File: src/rtl/flght_seq_pkg.sv
// Flight sequencer shared types and default timing constants.
// Optional watchdog build macro: FLGHT_SEQ_WDOG_EN.
package flght_seq_pkg;

  localparam int THRST_W = 9;

  localparam logic [23:0] CAL_CYCLES_DEF  = 24'd1000000;
  localparam logic [15:0] RAMP_DIV_DEF    = 16'd5000;
  localparam logic [23:0] WDOG_CYCLES_DEF = 24'd2500000;

  typedef enum logic [2:0] {
    IDLE = 3'd0,
    CAL  = 3'd1,
    RAMP = 3'd2,
    FLY  = 3'd3,
    LAND = 3'd4
  } seq_state_t;

endpackage

File: src/rtl/flght_tmr.sv
// Loadable down-counter; holds at zero, load beats enable.
// Used for calibration/ramp ticks and the command watchdog.
module flght_tmr #(
  parameter int W = 24
) (
  input  logic         clk,
  input  logic         rst_n,
  input  logic         load,
  input  logic         en,
  input  logic [W-1:0] ld_val,
  output logic [W-1:0] val,
  output logic         zero
);

  // count down while enabled, never below zero
  always_ff @(posedge clk or negedge rst_n) begin
    if (!rst_n) begin
      val <= '0;
    end else if (load) begin
      val <= ld_val;
    end else if (en && (val != '0)) begin
      val <= val - 1'b1;
    end
  end

  assign zero = (val == '0);

endmodule

File: src/rtl/flght_seq.sv
// Flight sequencer: arm/cal/ramp/fly/land control of mixer thrust.
// Optional command watchdog build macro: FLGHT_SEQ_WDOG_EN.
module flght_seq
  import flght_seq_pkg::*;
#(
  parameter logic [23:0] CAL_CYCLES  = CAL_CYCLES_DEF,
  parameter logic [15:0] RAMP_DIV    = RAMP_DIV_DEF,
  parameter logic [23:0] WDOG_CYCLES = WDOG_CYCLES_DEF
) (
  input  logic         clk,
  input  logic         rst_n,
  input  logic         arm,
  input  logic         disarm,
  input  logic         cmd_vld,
  input  logic [8:0]   thrst_in,
  output logic         inertial_cal,
  output logic         motors_off,
  output logic [8:0]   thrst,
  output logic         flying,
  output logic [2:0]   seq_state
);

  localparam logic [23:0] CAL_M1 = CAL_CYCLES - 24'd1;
  localparam logic [23:0] DIV_M1 = {8'd0, RAMP_DIV - 16'd1};

  seq_state_t state;
  seq_state_t nxt;

  logic [THRST_W-1:0] nthr;
  logic               t_ld;
  logic [23:0]        t_val;
  logic               t_zero;
  logic [23:0]        cnt_unused;
  logic               t_en;
  logic               wd_exp;

  assign t_en = (state == CAL) || (state == RAMP) || (state == LAND);

  flght_tmr #(.W(24)) u_tick (
    .clk    (clk),
    .rst_n  (rst_n),
    .load   (t_ld),
    .en     (t_en),
    .ld_val (t_val),
    .val    (cnt_unused),
    .zero   (t_zero)
  );

`ifdef FLGHT_SEQ_WDOG_EN
  logic        wd_ld;
  logic        wd_en;
  logic        wd_zero;
  logic [23:0] wd_val_unused;

  assign wd_ld = cmd_vld || ((state == CAL) && (nxt == RAMP));
  assign wd_en = (state == RAMP) || (state == FLY);

  flght_tmr #(.W(24)) u_wdog (
    .clk    (clk),
    .rst_n  (rst_n),
    .load   (wd_ld),
    .en     (wd_en),
    .ld_val (WDOG_CYCLES - 24'd1),
    .val    (wd_val_unused),
    .zero   (wd_zero)
  );

  assign wd_exp = wd_en && wd_zero && !cmd_vld;
`else
  logic        unused_cmd;
  logic [23:0] unused_wdog;

  assign unused_cmd  = cmd_vld;
  assign unused_wdog = WDOG_CYCLES;
  assign wd_exp      = 1'b0;
`endif

  // next state, next thrust and tick counter reloads
  always_comb begin
    nxt   = state;
    nthr  = thrst;
    t_ld  = 1'b0;
    t_val = DIV_M1;
    unique case (state)
      IDLE: begin
        nthr = '0;
        if (arm && !disarm) begin
          nxt   = CAL;
          t_ld  = 1'b1;
          t_val = CAL_M1;
        end
      end
      CAL: begin
        nthr = '0;
        if (disarm) begin
          nxt = IDLE;
        end else if (t_zero) begin
          nxt  = RAMP;
          t_ld = 1'b1;
        end
      end
      RAMP: begin
        if (disarm || wd_exp) begin
          nxt  = LAND;
          t_ld = 1'b1;
        end else if (thrst >= thrst_in) begin
          nthr = thrst_in;
          nxt  = FLY;
        end else if (t_zero) begin
          nthr = thrst + 9'd1;
          t_ld = 1'b1;
        end
      end
      FLY: begin
        if (disarm || wd_exp) begin
          nxt  = LAND;
          t_ld = 1'b1;
        end else begin
          nthr = thrst_in;
        end
      end
      LAND: begin
        if (thrst == '0) begin
          nxt = IDLE;
        end else if (t_zero) begin
          nthr = thrst - 9'd1;
          t_ld = 1'b1;
        end
      end
      default: begin
        nxt  = IDLE;
        nthr = '0;
      end
    endcase
  end

  // state and thrust registers
  always_ff @(posedge clk or negedge rst_n) begin
    if (!rst_n) begin
      state <= IDLE;
      thrst <= '0;
    end else begin
      state <= nxt;
      thrst <= nthr;
    end
  end

  assign inertial_cal = (state == CAL);
  assign motors_off   = (state == IDLE);
  assign flying       = (state == FLY);
  assign seq_state    = state;

endmodule

File: config.mk
export PLATFORM = sky130hd
export DESIGN_NAME = flght_seq
export DESIGN_NICKNAME = d
export VERILOG_FILES = /design/src/rtl/flght_seq_pkg.sv /design/src/rtl/flght_tmr.sv /design/src/rtl/flght_seq.sv
export SDC_FILE = /design/constraint.sdc
export NUM_CORES = 1
export LEC_CHECK = 0
export CAP_MARGIN = 20
export CELL_PAD_IN_SITES_DETAIL_PLACEMENT = 0
export CELL_PAD_IN_SITES_GLOBAL_PLACEMENT = 2
export CORE_MARGIN = 4
export CORE_UTILIZATION = 31
export CTS_CLUSTER_DIAMETER = 150
export CTS_CLUSTER_SIZE = 30
export DETAILED_ROUTE_END_ITERATION = 7
export GPL_ROUTABILITY_DRIVEN = 0
export PLACE_DENSITY = 0.84
export REMOVE_ABC_BUFFERS = 1
export SYNTH_ARGS = -nofsm -noshare
export SYNTH_HDL_FRONTEND = slang
export SYNTH_HIERARCHICAL = 1
export SYNTH_SLANG_ARGS = --single-unit
File: constraint.sdc
create_clock -name clk -period 2.6 [get_ports clk]
set_clock_uncertainty 0.1 [all_clocks]
set_input_delay 0.65 -clock clk [delete_from_list [all_inputs] [get_ports clk]]
set_output_delay 0.65 -clock clk [all_outputs]
set_load 0.02 [all_outputs]
==> flow_summary.ini <==
[critical_path]
critPathRequiredTime_ns = 2.68
path_depth = 11
path_buf_inv = 2
worst_path_most_repeated_cell = nand2b_4
path_class = in -> reg
critPathLaunchType = input port
worst-endpoint-arrival_ns = 2.57
worst_path_dominant_cell_family = compound AO/OA/AOI/OAI gates
slowest_stage = ha_1
path_cells = dlygate4sd2_1 > ha_1 > nand2b_4 > a31oi_4 > o211a_4 > a21oi_2 > o211ai_1 > buf_4 > nand2b_4 > a21oi_1 > a211o_1
cp-end-kind = register
path_max_fanout = 5
ff2ff_path_depth = 7
slowest_delay_ns = 0.29

[timing]
rsz0062_at_grt = yes
fin_crit_sh_pct = 95.8
relSlewSlack_pct = 63.4
max_freq_mhz = 401
timing.final.crit_period_ns = 2.49
worstMarginPinSlew_ns = 0.548
finalHoldViolCount = 0
setup-violations-final = 0
fin_setup_tns_ns = 0
holdWs_ns = 0.0670
slew_violations = 0

[logic_synthesis]
synth_most_common_cell = nand2_1
synthFlopType = dfrtp_1
ys_seq_elements = 36
synth_area_leader_cell = dfrtp_1
synth_top_area_share_pct = 31.3
synth_common_cells = nand2_1 (38), dfrtp_1 (36), o21ai_0 (26)
ys_seq_area_share_pct = 31.3
syn_inst = 353
synth_area_leaders = dfrtp_1 (31%), ha_1 (6.1%), nand2_1 (5.0%), o21ai_0 (4.5%), xnor2_1 (4.3%)
yosysWarnings = 6
synth_area_per_cell_um2 = 8.14
netlist_area_um2 = 2870
synth-edff-count = 0
synthArstFlopShare_pct = 100
synth_cell_types = 58

[placed_design]
io_buffers = 27
dpl.hpwl_um = 6210
dp_cells = 537

[pwr]
ir_worst_vdd_mv = 0.209
p_per_area_nw_per_um2 = 433
total_power_uw = 1700
leakage_uw = 0.00167

[cts]
clockRootBuffer = clkbuf_8
cts_sinks = 36
cts_buffers = 5
clkLatencyLatePin_ns = 0.29
cts-hold-fix-buffers = 0
clk_pin_slew_ns = 0.08
h-tree-depth = 2
clockBufferDepth = 2
cts_tree = yes

[drt]
first_pass_iters = 6
drc = 0
via_per_inst = 5.30
ant_nets = 0
vias = 2902
drt_iter0_drc = 78
drt-total-wl_um = 8330
wl_per_cell_um = 15.2

[die]
io_pins = 29
dieWidth_um = 104
die_h_um = 104
initial_core_util_pct = 32.3
rows = 34
design.core.area_um2 = 8890
die-area_um2 = 10900

[global_route]
antenna_found_initial = 0
grt_max_degree = 18
first_global_vias = 2947
grt_usage_pct = 15.5
grt-ovfl-total = 0
grt_pass1_wl_um = 14000

[job]
max_cap_viol_count = 0

[worst_hold_path]
hold_path_class = in -> async

[cells_and_area]
finalNetCount = 467
fin_cells = 548
drive_gt1_share_pct = 25.2
area_growth_pct = 36.5
diodes = 0

[run_status]
status = finished clean
==> timing repair <==
action | 4_1_cts | 5_1_grt
setup endpoints to repair | 34 | 36
gates resized for setup | 29 | 23
setup buffers | 2 | 0
gates cloned | 1 | 0
pin swaps | 10 | 9
==> worst register-to-register path, delay by kind of cell, from the launching register on <==
kind	cells	cell delay, ns
and+or+nand+nor	4	0.86
DFF	1	0.44
AOI/OAI and AO/OA	2	0.85
buffers and inverters	1	0.12
==> through the flow <==
stage / area [um2] / utilization [%] / worst slack, ns
final: 3920 / 44.1 / 0.109
after global routing: 3920 / 44.1 / -0.0191
after CTS: 3860 / 43.4 / 0.000181
after detailed placement: 3670 / 41.3 / -0.639
after global placement: 3670 / 41.3 / -0.621
after floorplan: 2810 / - / -1.51
==> cells in the final DEF (no fill, tap or decap), types with 13 or more instances in the layout <==
cell type | synthesis | layout
inv_1 | 19 | 14
nand2_1 | 38 | 38
nor3_1 | 17 | 17
clkdlybuf4s50_1 | 0 | 15
a21oi_1 | 19 | 16
o21ai_0 | 26 | 24
dfrtp_1 | 36 | 36
buf_4 | 1 | 62
nor2_1 | 19 | 18
xnor2_1 | 14 | 14
conb_1 | 2 | 13
==> cell type report <==
class,count,area (um2)
Clock inverter,3,18.8
Clock buffer,5,68.8
Multi-Input combinational cell,287,2000
Fill cell,868,4970
Tap cell,108,135
Sequential cell,36,901
Timing Repair Buffer,90,729
Inverter,19,71.3
==> path summary, 6_finish.rpt <==
| kind | startpoint | end | slack [ns] |
|---|---|---|---|
| max | thrst_in[0] | u_tick/val[18] | 0.11 |
| min | rst_n | u_tick/val[6] | 0.07 |
| max reg2reg | u_tick/val[7] | thrst[5] | 0.13 |
| min reg2reg | u_tick/val[1] | u_tick/val[1] | 0.48 |
| max in group asynchronous | rst_n | thrst[8] | 1.88 |
| min in group clk | u_tick/val[1] | u_tick/val[1] | 0.48 |
==> power by group <==
group,switching (uW),total (uW),internal (uW),leakage (uW)
clock network,223,410,187,0.0000479
logic,258,519,261,0.00116
registers,114,769,655,0.000463
total,595,1700,1100,0.00167
==> logic make-up (layout without fill, tap and decap cells) <==
logic type      count (synthesis)  count (layout)  synth area share, %
fa+ha+maj                      14              14                 6.09
flops                          36              36                 31.3
other cells                     2              13                0.261
xor+xnor                       25              25                 7.62
mux                             2               2                0.697
compound gates                 95              95                 21.2
simple gates                  138             138                 26.5
buf+inv                        41             117                 6.27
==> flip-flops by register name, indices dropped and copies added, names as in the netlist <==
name	cells
thrst	9
seq_state	3
u_tick/val	24
==> layer usage <==
| metal | track usage [%] | share of wire [%] | vias up |
|---|---|---|---|
| met3 | 2.55 | 3.1 | 9 |
| met4 | 3.13 | 0.76 | 0 |
| met5 | 0 | 0 | - |
| met1 | 20.2 | 47 | 1389 |
| met2 | 26.9 | 49 | 52 |
| li1 | - | - | 1452 |
No activity file was read; power rests on OpenSTA's default activity.
